`src/rtl/counter_pkg.sv`:
```
// Shared types and constants for the counter sequencer: mode encoding that
// doubles as the LED mux select, mode indices and default timing.
package counter_pkg;

   // Encoding chosen so the state register can drive sel directly.
   typedef enum logic [1:0] {
      S_UP   = 2'd0,
      S_JOHN = 2'd1,
      S_DOWN = 2'd2,
      S_IDLE = 2'd3
   } state_e;

   localparam int MODE_UP   = 0;
   localparam int MODE_JOHN = 1;
   localparam int MODE_DOWN = 2;

   localparam int DEF_TICK_DIV = 25000000;
   localparam int DEF_DWELL    = 16;

   // IDLE always moves to UP; the counting modes rotate UP -> JOHN -> DOWN.
   function automatic state_e next_mode(input state_e s);
      state_e n;
      case (s)
         S_UP:    n = S_JOHN;
         S_JOHN:  n = S_DOWN;
         S_DOWN:  n = S_UP;
         default: n = S_UP;
      endcase
      return n;
   endfunction

   function automatic logic [2:0] mode_onehot(input state_e s);
      logic [2:0] oh;
      oh = 3'b000;
      case (s)
         S_UP:    oh[MODE_UP]   = 1'b1;
         S_JOHN:  oh[MODE_JOHN] = 1'b1;
         S_DOWN:  oh[MODE_DOWN] = 1'b1;
         default: oh = 3'b000;
      endcase
      return oh;
   endfunction

endpackage

```
`src/rtl/counter_sequencer_tick_gen.sv`:
```
// Prescaler on the system clock. tick_fire is the combinational "this edge
// wraps" strobe; the sequencer registers it together with its own outputs.
module tick_gen
   import counter_pkg::*;
#(
   parameter int TICK_DIV = DEF_TICK_DIV,
   parameter int CW       = 25
) (
   input  logic clk,
   input  logic rst,
   input  logic hold,
   output logic tick_fire
);

   localparam logic [CW-1:0] LAST = CW'(TICK_DIV - 1);

   logic [CW-1:0] cnt_q;
   logic [CW-1:0] cnt_d;

   // hold freezes the count in place so a release resumes mid-period.
   always_comb begin
      cnt_d     = cnt_q;
      tick_fire = 1'b0;
      if (!hold) begin
         if (cnt_q == LAST) begin
            cnt_d     = '0;
            tick_fire = 1'b1;
         end else begin
            cnt_d = cnt_q + CW'(1);
         end
      end
   end

   always_ff @(posedge clk or negedge rst) begin
      if (!rst) begin
         cnt_q <= '0;
      end else begin
         cnt_q <= cnt_d;
      end
   end

endmodule

```
`src/rtl/counter_sequencer.sv`:
```
// Routes prescaler ticks to one of three demo counters, rotating modes on
// dwell expiry (run=1) or on a synchronized step edge; all outputs registered.
module counter_sequencer
   import counter_pkg::*;
#(
   parameter int TICK_DIV = DEF_TICK_DIV,
   parameter int DWELL    = DEF_DWELL,
   parameter int CW       = 25,
   parameter int DW       = 5
) (
   input  logic          clk,
   input  logic          rst,
   input  logic          run,
   input  logic          hold,
   input  logic          step,
   output logic          tick,
   output logic [2:0]    cnt_en,
   output logic [2:0]    cnt_clr,
   output logic [1:0]    sel,
   output logic [DW-1:0] dwell_left
);

   localparam logic [DW-1:0] DWELL_LOAD = DW'(DWELL);
   localparam logic [DW-1:0] DWELL_ONE  = DW'(1);

   logic tick_fire;

   tick_gen #(
      .TICK_DIV (TICK_DIV),
      .CW       (CW)
   ) u_tick_gen (
      .clk       (clk),
      .rst       (rst),
      .hold      (hold),
      .tick_fire (tick_fire)
   );

   state_e        state_q, state_d;
   logic          sync1_q, sync1_d;
   logic          sync2_q, sync2_d;
   logic          sync3_q, sync3_d;
   logic          tick_q, tick_d;
   logic [2:0]    cnt_en_q, cnt_en_d;
   logic [2:0]    cnt_clr_q, cnt_clr_d;
   logic [DW-1:0] dwell_q, dwell_d;
   logic          step_evt;
   logic          advance;

   // sync1/sync2 resynchronize the raw switch; sync3 holds the previous value
   // so a held-high switch yields a single event.
   always_comb begin
      sync1_d = step;
      sync2_d = sync1_q;
      sync3_d = sync2_q;
   end

   assign step_evt = sync2_q & ~sync3_q;

   // A step while auto-running is ignored; in IDLE either source starts UP.
   always_comb begin
      advance = 1'b0;
      if (state_q == S_IDLE) begin
         advance = run | step_evt;
      end else if (run) begin
         advance = tick_fire & (dwell_q == DWELL_ONE);
      end else begin
         advance = step_evt;
      end
   end

   always_comb begin
      state_d   = state_q;
      tick_d    = tick_fire;
      cnt_en_d  = 3'b000;
      cnt_clr_d = 3'b000;
      dwell_d   = dwell_q;

      if (advance) begin
         state_d = next_mode(state_q);
      end

      // The expiring tick still belongs to the old mode; the new mode only
      // sees its clear on this edge.
      if (tick_fire) begin
         cnt_en_d = mode_onehot(state_q);
      end
      if (advance) begin
         cnt_clr_d = mode_onehot(state_d);
      end

      if (advance) begin
         dwell_d = DWELL_LOAD;
      end else if ((state_q != S_IDLE) && run && tick_fire && (dwell_q > DWELL_ONE)) begin
         dwell_d = dwell_q - DWELL_ONE;
      end
   end

   always_ff @(posedge clk or negedge rst) begin
      if (!rst) begin
         state_q   <= S_IDLE;
         sync1_q   <= 1'b0;
         sync2_q   <= 1'b0;
         sync3_q   <= 1'b0;
         tick_q    <= 1'b0;
         cnt_en_q  <= 3'b000;
         cnt_clr_q <= 3'b000;
         dwell_q   <= DWELL_LOAD;
      end else begin
         state_q   <= state_d;
         sync1_q   <= sync1_d;
         sync2_q   <= sync2_d;
         sync3_q   <= sync3_d;
         tick_q    <= tick_d;
         cnt_en_q  <= cnt_en_d;
         cnt_clr_q <= cnt_clr_d;
         dwell_q   <= dwell_d;
      end
   end

   assign tick       = tick_q;
   assign cnt_en     = cnt_en_q;
   assign cnt_clr    = cnt_clr_q;
   assign sel        = state_q;
   assign dwell_left = dwell_q;

endmodule
```
`config.mk`:
```
export PLATFORM = sky130hd
export DESIGN_NAME = counter_sequencer
export DESIGN_NICKNAME = d
export VERILOG_FILES = /design/src/rtl/counter_pkg.sv /design/src/rtl/counter_sequencer_tick_gen.sv /design/src/rtl/counter_sequencer.sv
export SDC_FILE = /design/constraint.sdc
export NUM_CORES = 1
export LEC_CHECK = 0
export CAP_MARGIN = 40
export CORE_UTILIZATION = 41
export DETAILED_ROUTE_END_ITERATION = 8
export HOLD_SLACK_MARGIN = 0.15
export PLACE_DENSITY = 0.6
export SLEW_MARGIN = 30
export SYNTH_ARGS = -nofsm -noshare
export SYNTH_HDL_FRONTEND = slang
export SYNTH_SLANG_ARGS = --single-unit
export TNS_END_PERCENT = 20
```
`constraint.sdc`:
```
create_clock -name clk -period 2.45 [get_ports clk]
set_input_delay 0.49 -clock clk [delete_from_list [all_inputs] [get_ports clk]]
set_output_delay 0.49 -clock clk [all_outputs]
set_load 0.02 [all_outputs]
```
**Yosys cells after proc, flatten, opt, wreduce, memory -nomap -nowiden**

Cells that the tools add are included.
W data, S select, Z words.

- Bits in registers: 42
- Bits in latches: 0
- Memory bits (writable): 0
- Memory bits (read-only): 0
- Output and inout port bits: 14
- Logic and storage cells: 47
- Memories: 0

- Add/subtract/negate cells: 2
- $mul: 0
- Div/mod/pow operators: 0
- Order comparisons: 1
- Equal/unequal tests: 8
- Shifts and indexed selects: 0
- Mux-type cells: 17
- Bitwise gates (word level): 4
- Reductions and logical operators: 6

Operator list:

| kind | number |
|---|---|
| $add A25 B1 Y25 const B | 1 |
| $eq A25 B25 Y1 const B | 1 |
| $mux W25 | 1 |
| $mux W1 | 10 |
| $mux W5 | 2 |
| $eq A2 B2 Y1 const B | 3 |
| $mux W3 | 2 |
| $eq A5 B1 Y1 const B | 1 |
| $gt A5 B1 Y1 const B | 1 |
| $sub A5 B1 Y5 const B | 1 |
| $eq A2 B1 Y1 const B | 2 |
| $logic_not A2 Y1 | 2 |
| $pmux W2 S2 | 1 |
| $logic_and A1 B1 Y1 | 3 |
| $and A1 B1 Y1 | 2 |
| $mux W2 | 1 |
| $ne A2 B2 Y1 const B | 1 |
| $reduce_bool A2 Y1 | 1 |
| $not A1 Y1 | 1 |
| $or A1 B1 Y1 | 1 |

**Longest topological paths before layout**

Gate-level depths: netlist of run 1.

- Depth after elaboration: 10
- Depth in mapped cells: 7
- Depth with buffers taken out: 7

**Modules after synthesis**

From an unflattened synthesis of run 1, not the netlist that was laid out.

- Cells, all modules: 191
- Area total of the unflattened synthesis: 2064.5 um2

By module, submodules not included:

| module | times used | cells an instance | area each (um2) | seq. area each (um2) |
|---|---|---|---|---|
| tick_gen | 1 | 132 | 1295.0 | 625.6 |
| counter_sequencer | 1 | 59 | 769.5 | 429.2 |

**Worst setup path after synthesis of run 1**

OpenSTA, ideal clock, no wires.

- Path kind: register to register
- Start: register u_tick_gen.cnt_q[0]
- End: register dwell_q[1], in the netlist dwell_left[1]
- Setup time: 0.072 ns
- Data arrival time: 1.799 ns
- Data required time: 2.378 ns
- Setup slack: 0.580 ns
- Cell stages (with the launch flop): 7
- Path buffers: 0
- Period minus slack after synthesis: 1.870 ns
- Cell sequence: dfrtp_1 ha_1 nand3_2 or2_4 nor4_4 mux2_1 nor2_1

- Word-level cells in the longest chain between the ends: 7
- Elaborated cells between the ends (all ways): 10
- Classes of those cells: eq/ne (1); mux (5); bitwise (1); reduce/logical (3)

Ends and longest elaborated chain:

| element | line | RTL |
|---|---|---|
| start: declaration | counter_sequencer_tick_gen.sv:17 | `logic [CW-1:0] cnt_q;` |
| start signal: assignment | counter_sequencer_tick_gen.sv:38 | `cnt_q <= cnt_d;` |
| $eq A25 B25 Y1 * | counter_sequencer_tick_gen.sv:25 | `if (cnt_q == LAST) begin` |
| $mux W1 * | counter_sequencer_tick_gen.sv:25 |  |
| $mux W1 * | counter_sequencer_tick_gen.sv:24 | `if (!hold) begin` |
| $and A1 B1 Y1 | counter_sequencer.sv:65 | `advance = tick_fire & (dwell_q == DWELL_ONE);` |
| $mux W1 | counter_sequencer.sv:64 | `end else if (run) begin` |
| $mux W1 | counter_sequencer.sv:62 | `if (state_q == S_IDLE) begin` |
| $mux W5 / $reduce_bool A2 Y1 (equally long branches) | - |  |
| end signal: assignment | counter_sequencer.sv:116 | `dwell_q <= dwell_d;` |
| end: declaration | counter_sequencer.sv:45 | `logic [DW-1:0] dwell_q, dwell_d;` |

Every way passes the cells marked *; elsewhere a longest branch is shown, timed or not.
A chain may end at the register's enable or synchronous reset.

**Worst setup path after layout of run 1**

Same ends and word-level chain as after synthesis.

==> metrics.txt, run 1 <==
Final Net Count=224; leakage power figure=between 0.001 and 0.0015 uW; slowest stage cell, crit path=sky130_fd_sc_hd__dfrtp_1; H-tree depth=2; full die area=0.005392 sq mm; proportion of synthesized area in mux cells=1.017%; Yosys warning total=0; simple-gate share of the synthesized area=29.61%; Worst-path clk slew=80 ps; Setup crit start kind=flop; Worst Hold Class=flop to flop; sort of element at the end of the critical path=flop; maximum root-to-sink buffer count=2; total via count after detailed routing=1,481; first-pass GRT wire length=6.837 mm; number of I/O pins=19; core box area=0.004817 sq mm; share of final-layout standard cells stronger than drive strength 1=14.75%; drt drc=0; global route overflow=0; Via-to-Cell Ratio=5.215; unrepaired setup endpoints after global routing=false; ant diodes=0; ratio of final minimum period to clock period=84.51%; most frequent cells in the layout=sky130_fd_sc_hd__dfrtp_1, sky130_fd_sc_hd__nor2_1, sky130_fd_sc_hd__clkdlybuf4s50_1; RD Place Congestion=0.7564; Initial Utilization=43.43%; Setup Viol. Count Final=0; worst endpoint data arrival time=2290 ps; Pre-antenna DRT Iters=4; number of hold violations in the final report=0; Gates resized, CTS repair=0; routed wirelength normalized by instance count=14.17 um; Crit Path Class=flop to flop; number of max-slew violations in the final report=0; synthesized netlist net count=197; CP Cell Sequence=ha_1, nand3_2, or2_4, nor4_4, mux2_1, nor2_1; result of the run=completed; async set-or-reset flop fraction in the synthesized netlist=100.0%; overall power=between 1500 and 2000 uW; final setup skew=roughly 6.4 ps; post-synthesis instance area=0.002092 sq mm; total negative slack for setup checks=0 ps; per-instance average area after synthesis=11.07 sq um; number of synthesized register bits=42; number of enable-type register cells in the synthesized netlist=0; Worst VDD drop=0.2934 mV; vertical die dimension=roughly 73 um; count of unique library cells instantiated by Yosys=48; TritonCTS clock tree=done; detailed-route wire length=4.023 mm; maximum single-stage delay on the critical path=420 ps; initial antenna violation count=0; number of standard-cell rows in the floorplan=25; final core utilization=51.43%; Routed Antenna Nets=0; horizontal die dimension=73.43 um; GRT Util Overall=16.88%; insertion delay of the later-clocked pin in the worst-skew pair=just under 300 ps; buffer type at the clock tree root=sky130_fd_sc_hd__clkbuf_8; main combinational cell family by area after synthesis=simple AND/OR/NAND/NOR gates; primary flip-flop cell chosen by synthesis mapping=sky130_fd_sc_hd__dfrtp_1; iteration-0 DRC count of the detailed router=39; register area=0.001055 sq mm; worst hold stages=0; total CTS buffers=5; number of buffers added on ports=18; layout filler cell count=444; most common library cell in the layout ignoring fill and taps=sky130_fd_sc_hd__dfrtp_1; Synth-to-Final Area Change=18.42%; CTS Sinks=42; sequential-to-total area share from yosys stat=50.42%; slew of the pin with the lowest slew margin=502.3 ps; fraction of the mapped netlist area in compound gates=roughly 4.7%; post-detail-place hpwl=2.980 mm; crit-path max FO=6; total power per unit cell area=632.9 mW/mm^2; time the worst path needs with I/O delays and setup=2071 ps; max capacitance violation total=0; critical path required time=2670 ps; via count of the first global-routing pass=around 1,400; share of the synthesized netlist area taken by xor and xnor gates=10.47%; max-slew headroom at the worst pin=approximately two thirds; Synth Instances=~190; adder-cell share of the synthesized area=around 1.8%; maximum clock frequency=0.4830 GHz; maximum number of pins on one net before global-route repair=30; cell depth of the worst flop-to-flop path=6; multi-input logic area=994.7 sq um
[registers in the layout (all words and copies together), names as in the netlist]
| register | cells |
|---|---|
| sync2_q | 1 |
| cnt_clr | 3 |
| dwell_left | 5 |
| sel | 2 |
| u_tick_gen.cnt_q | 25 |
| cnt_en | 3 |
| tick | 1 |
| sync1_q | 1 |
| sync3_q | 1 |
[power breakdown]
group,leakage [uW],switching [uW],total [uW],internal (uW)
registers,0.000553,93.6,865,771
logic,0.000500,139,270,131
clock network,0.0000452,232,433,201
total,0.00110,465,1570,1100
[area by class of cell]
cell class                 count  area share [%]
clock buffer                   6           2.929
tap                           67           3.384
clock inverter                 2          0.5556
inverter                       6          0.9091
sequential                    42           42.58
timing repair buffer          24           9.495
multi-input combinational    137           40.15
[cells by family after synthesis]
| group | count (synthesis) |
|---|---|
| AO/OA/AOI/OAI | 12 |
| buffers and inverters | 10 |
| XOR/XNOR | 25 |
| AND/OR/NAND/NOR | 95 |
| adder cells (fa/ha/maj) | 3 |
| flip-flops | 42 |
| multiplexers | 2 |
[critical path, delay by kind of cell (launching register included)]
| kind | cells | cell delay [ps] |
|---|---|---|
| multiplexers | 1 | 360 |
| adder cells (fa/ha/maj) | 1 | 240 |
| flip-flops | 1 | 420 |
| AND/OR/NAND/NOR | 4 | 990 |
[per-layer routing]
| metal | up-vias | routed length (um) | share of wire (%) | GRT usage, % |
|---|---|---|---|---|
| li1 | 709 | - | - | - |
| met3 | 2 | 100 | 2.5 | 4.527 |
| met2 | 26 | 2050 | 51 | 29.94 |
| met4 | 0 | 8 | 0.20 | 4.487 |
| met5 | - | 0 | 0 | 0 |
| met1 | 744 | 1863 | 46 | 20.19 |
[worst paths after layout]
kind / from / end / slack, ps
worst max-delay path: u_tick_gen.cnt_q[0] / dwell_left[1] / 380
worst min-delay path: sync1_q / sync2_q / 360
worst max register to register: u_tick_gen.cnt_q[0] / dwell_left[1] / 380
worst min register to register: sync1_q / sync2_q / 360
max in group asynchronous: rst / dwell_left[4] / 1290
min in group asynchronous: rst / sync3_q / 620
[what timing repair did]
item / 4_1_cts / 5_1_grt
hold endpoints to repair: 13 / 0
buffers inserted: 0 / 0
hold buffers: 1 / 0
[stage by stage]
stage	std cells	setup WS, ps	hold WS (ps)	area, sq um
finish	284	379.4	357.6	2477
global route	284	231.7	372.1	2477
CTS	284	373.1	358.3	2477
detailed placement	275	134.9	339.4	2381
global placement	274	210.8	339.1	2361
floorplan	189	579.5	194.4	2092
[synthesized netlist by cell type (3+ instances only)]
| cell | count | area share, % |
|---|---|---|
| sky130_fd_sc_hd__and2_1 | 4 | 1.2 |
| sky130_fd_sc_hd__ha_1 | 3 | 1.8 |
| sky130_fd_sc_hd__nand2_1 | 14 | 2.5 |
| sky130_fd_sc_hd__nor4_4 | 3 | 3.1 |
| sky130_fd_sc_hd__xnor2_1 | 9 | 3.8 |
| sky130_fd_sc_hd__dfstp_2 | 3 | 3.8 |
| sky130_fd_sc_hd__xor2_1 | 16 | 6.7 |
| sky130_fd_sc_hd__nor2_1 | 25 | 4.5 |
| sky130_fd_sc_hd__dfrtp_1 | 39 | 47 |
| sky130_fd_sc_hd__nand4_1 | 6 | 1.8 |
| sky130_fd_sc_hd__and4_1 | 3 | 1.3 |
| sky130_fd_sc_hd__inv_1 | 6 | 1.1 |
| sky130_fd_sc_hd__nand3_1 | 12 | 2.9 |
(Power assumes the default switching activity.)
==> run 2, diff against run 1 <==
clock period = 2.15 ns   (was 2.45 ns; I/O delays follow)
==> run 2 against run 1 <==
Via count shrank 1.1%. Critical endpoint unchanged. Largest cell class unchanged. Fmax grew 3.2%. Clock power grew 21%. Largest power group unchanged.
==> metrics.txt, run 2 (synthesis gave the netlist of run 1 again) <==
layout filler cell count=438; CP Cell Sequence=ha_1, nand3_2, or2_4, nor4_4, mux2_1, nor2_1; Worst VDD drop=0.3636 mV; leakage power figure=0.001126 uW; critical path required time=2380 ps; number of max-slew violations in the final report=0; sort of element at the end of the critical path=flop; Setup crit start kind=flop; via count of the first global-routing pass=roughly 1,500; Setup Viol. Count Final=0; horizontal die dimension=around 73 um; initial antenna violation count=0; Via-to-Cell Ratio=5.052; cell depth of the worst flop-to-flop path=6; routed wirelength normalized by instance count=13.84 um; TritonCTS clock tree=done; maximum number of pins on one net before global-route repair=43; Worst Hold Class=input port to async pin; fraction of power consumed by sequential logic=about 54%; RD Place Congestion=0.7984; insertion delay of the later-clocked pin in the worst-skew pair=about 290 ps; combinational fraction of design power=17.5%; number of hold violations in the final report=0; total negative slack for setup checks=0 ps; logic depth of the worst setup path including buffers=6; most frequent cells in the layout=sky130_fd_sc_hd__dfrtp_1, sky130_fd_sc_hd__nor2_1, sky130_fd_sc_hd__clkdlybuf4s50_1; total power per unit cell area=728.0 mW/mm^2; detailed-route wire length=between 4 and 5 mm; launching point of the worst reg2reg path=u_tick_gen.cnt_q[0]; iteration-0 DRC count of the detailed router=41; max reg flops=25; result of the run=completed; H-tree depth=2; crit-path max FO=6; slowest stage cell, crit path=sky130_fd_sc_hd__dfrtp_1; share of final-layout standard cells stronger than drive strength 1=17.94%; Final Net Count=230; GRT Util Overall=between 10% and 20%; maximum single-stage delay on the critical path=roughly 420 ps; number of buffers added on ports=18; Routed Antenna Nets=0; time the worst path needs with I/O delays and setup=2007 ps; ratio of final minimum period to clock period=93.34%; first-pass GRT wire length=6.934 mm; top register by number of flip-flops=u_tick_gen.cnt_q; reg2reg setup slack=140 ps; most common library cell in the layout ignoring fill and taps=sky130_fd_sc_hd__dfrtp_1; Worst-path clk slew=80 ps; post-detail-place hpwl=roughly 2.9 mm; Critical Path Sink=dwell_left[1]; full die area=0.005392 sq mm; worst path buffer plus inverter count=0; P_sw=537.2 uW; vertical die dimension=73.43 um; number of standard-cell rows in the floorplan=25; beginning of the critical path=u_tick_gen.cnt_q[0]; max capacitance violation total=0; core box area=0.004817 sq mm; worst endpoint data arrival time=approximately 2200 ps; slew of the pin with the lowest slew margin=between 500 and 600 ps; buffer type at the clock tree root=sky130_fd_sc_hd__clkbuf_8; maximum clock frequency=0.4983 GHz; total CTS buffers=5; global route overflow=0; Pre-antenna DRT Iters=4; Clock Power Share=28.6%; Int Pwr=1295 uW; end of the worst register-to-register path=dwell_left[1]; total via count after detailed routing=1,465; final setup skew=10.40 ps; post-cts hold buffer count=0; number of I/O pins=19; tightest hold margin=178.1 ps; switch share=29.33%; ant diodes=0; buffers inserted during post-CTS setup optimization=0; maximum root-to-sink buffer count=2; max-slew headroom at the worst pin=about two thirds; Initial Utilization=43.43%; Gates resized, CTS repair=0; CTS Sinks=42; drt drc=0; unrepaired setup endpoints after global routing=false; Crit Path Class=flop to flop; kind of cell adding the most delay to the critical path=simple AND/OR/NAND/NOR gates; Synth-to-Final Area Change=20.27%
==> run 2: cell types whose count changed in the layout (fill, tap and decap cells not counted), sizes merged <==
cell         before  now
buf               6   13
clkinvlp          0    1
clkinv            2    1
dlygate4sd3       1    0
==> run 2: metal layers <==
| metal | routed length, um | vias to the layer above | track usage (%) |
|---|---|---|---|
| met5 | 0 | - | 0 |
| met4 | 68 | 0 | 6.624 |
| met3 | 172 | 8 | 4.664 |
| met2 | 1896 | 33 | 27.67 |
| met1 | 1877 | 707 | 22.36 |
| li1 | - | 717 | - |
==> run 2: through the flow <==
step	power (uW)	worst slack [ps]	area (sq um)	util, %	std cells
finish	1832	143.2	2516	52.23	290
global route	1934	6.007	2516	52.23	290
CTS	1851	141.2	2516	52.23	290
detailed placement	1322	54.21	2421	50.26	282
global placement	1306	63.96	2421	50.26	282
floorplan	1167	279.5	2092	-	189
==> run 2: worst min path at each step <==
stage                     cells after the start     from  slack [ps]          to
after floorplan                               0      rst         130  cnt_clr[0]
after global placement                        0  sync1_q         330     sync2_q
after detailed placement                      0  sync1_q         330     sync2_q
after CTS                                     2      rst         210     sync3_q
after global routing                          2      rst         210     sync3_q
final                                         2      rst         180     sync3_q
==> run 2: final cells by class <==
type                    count  area [sq um]  area share (%)
flip-flops and latches     42          1055           41.92
multi-input cells         137         994.7           39.53
repair buffers             30         265.3           10.54
well taps                  67         83.83           3.332
clock buffers               6         82.58           3.282
inverters                   6         22.52          0.8951
clock inverters             2         12.51          0.4973
==> run 2: power groups by stage <==
| stage | Combinational [uW] | Clock [uW] | Sequential [uW] |
|---|---|---|---|
| 5_1_grt | 356 | 578 | 1000 |
| 3_5_place_dp | 323 | 0 | 999 |
| 4_1_cts | 325 | 541 | 985 |
| 3_3_place_gp | 312 | 0 | 994 |
| 6_report | 321 | 525 | 986 |
| 2_1_floorplan | 155 | 0 | 1010 |
==> run 2: worst register-to-register path: cells and delay by family, from the launching register on <==
kind | cells | cell delay [ps]
flops | 1 | 420
fa+ha+maj | 1 | 250
simple gates | 4 | 920
mux | 1 | 350
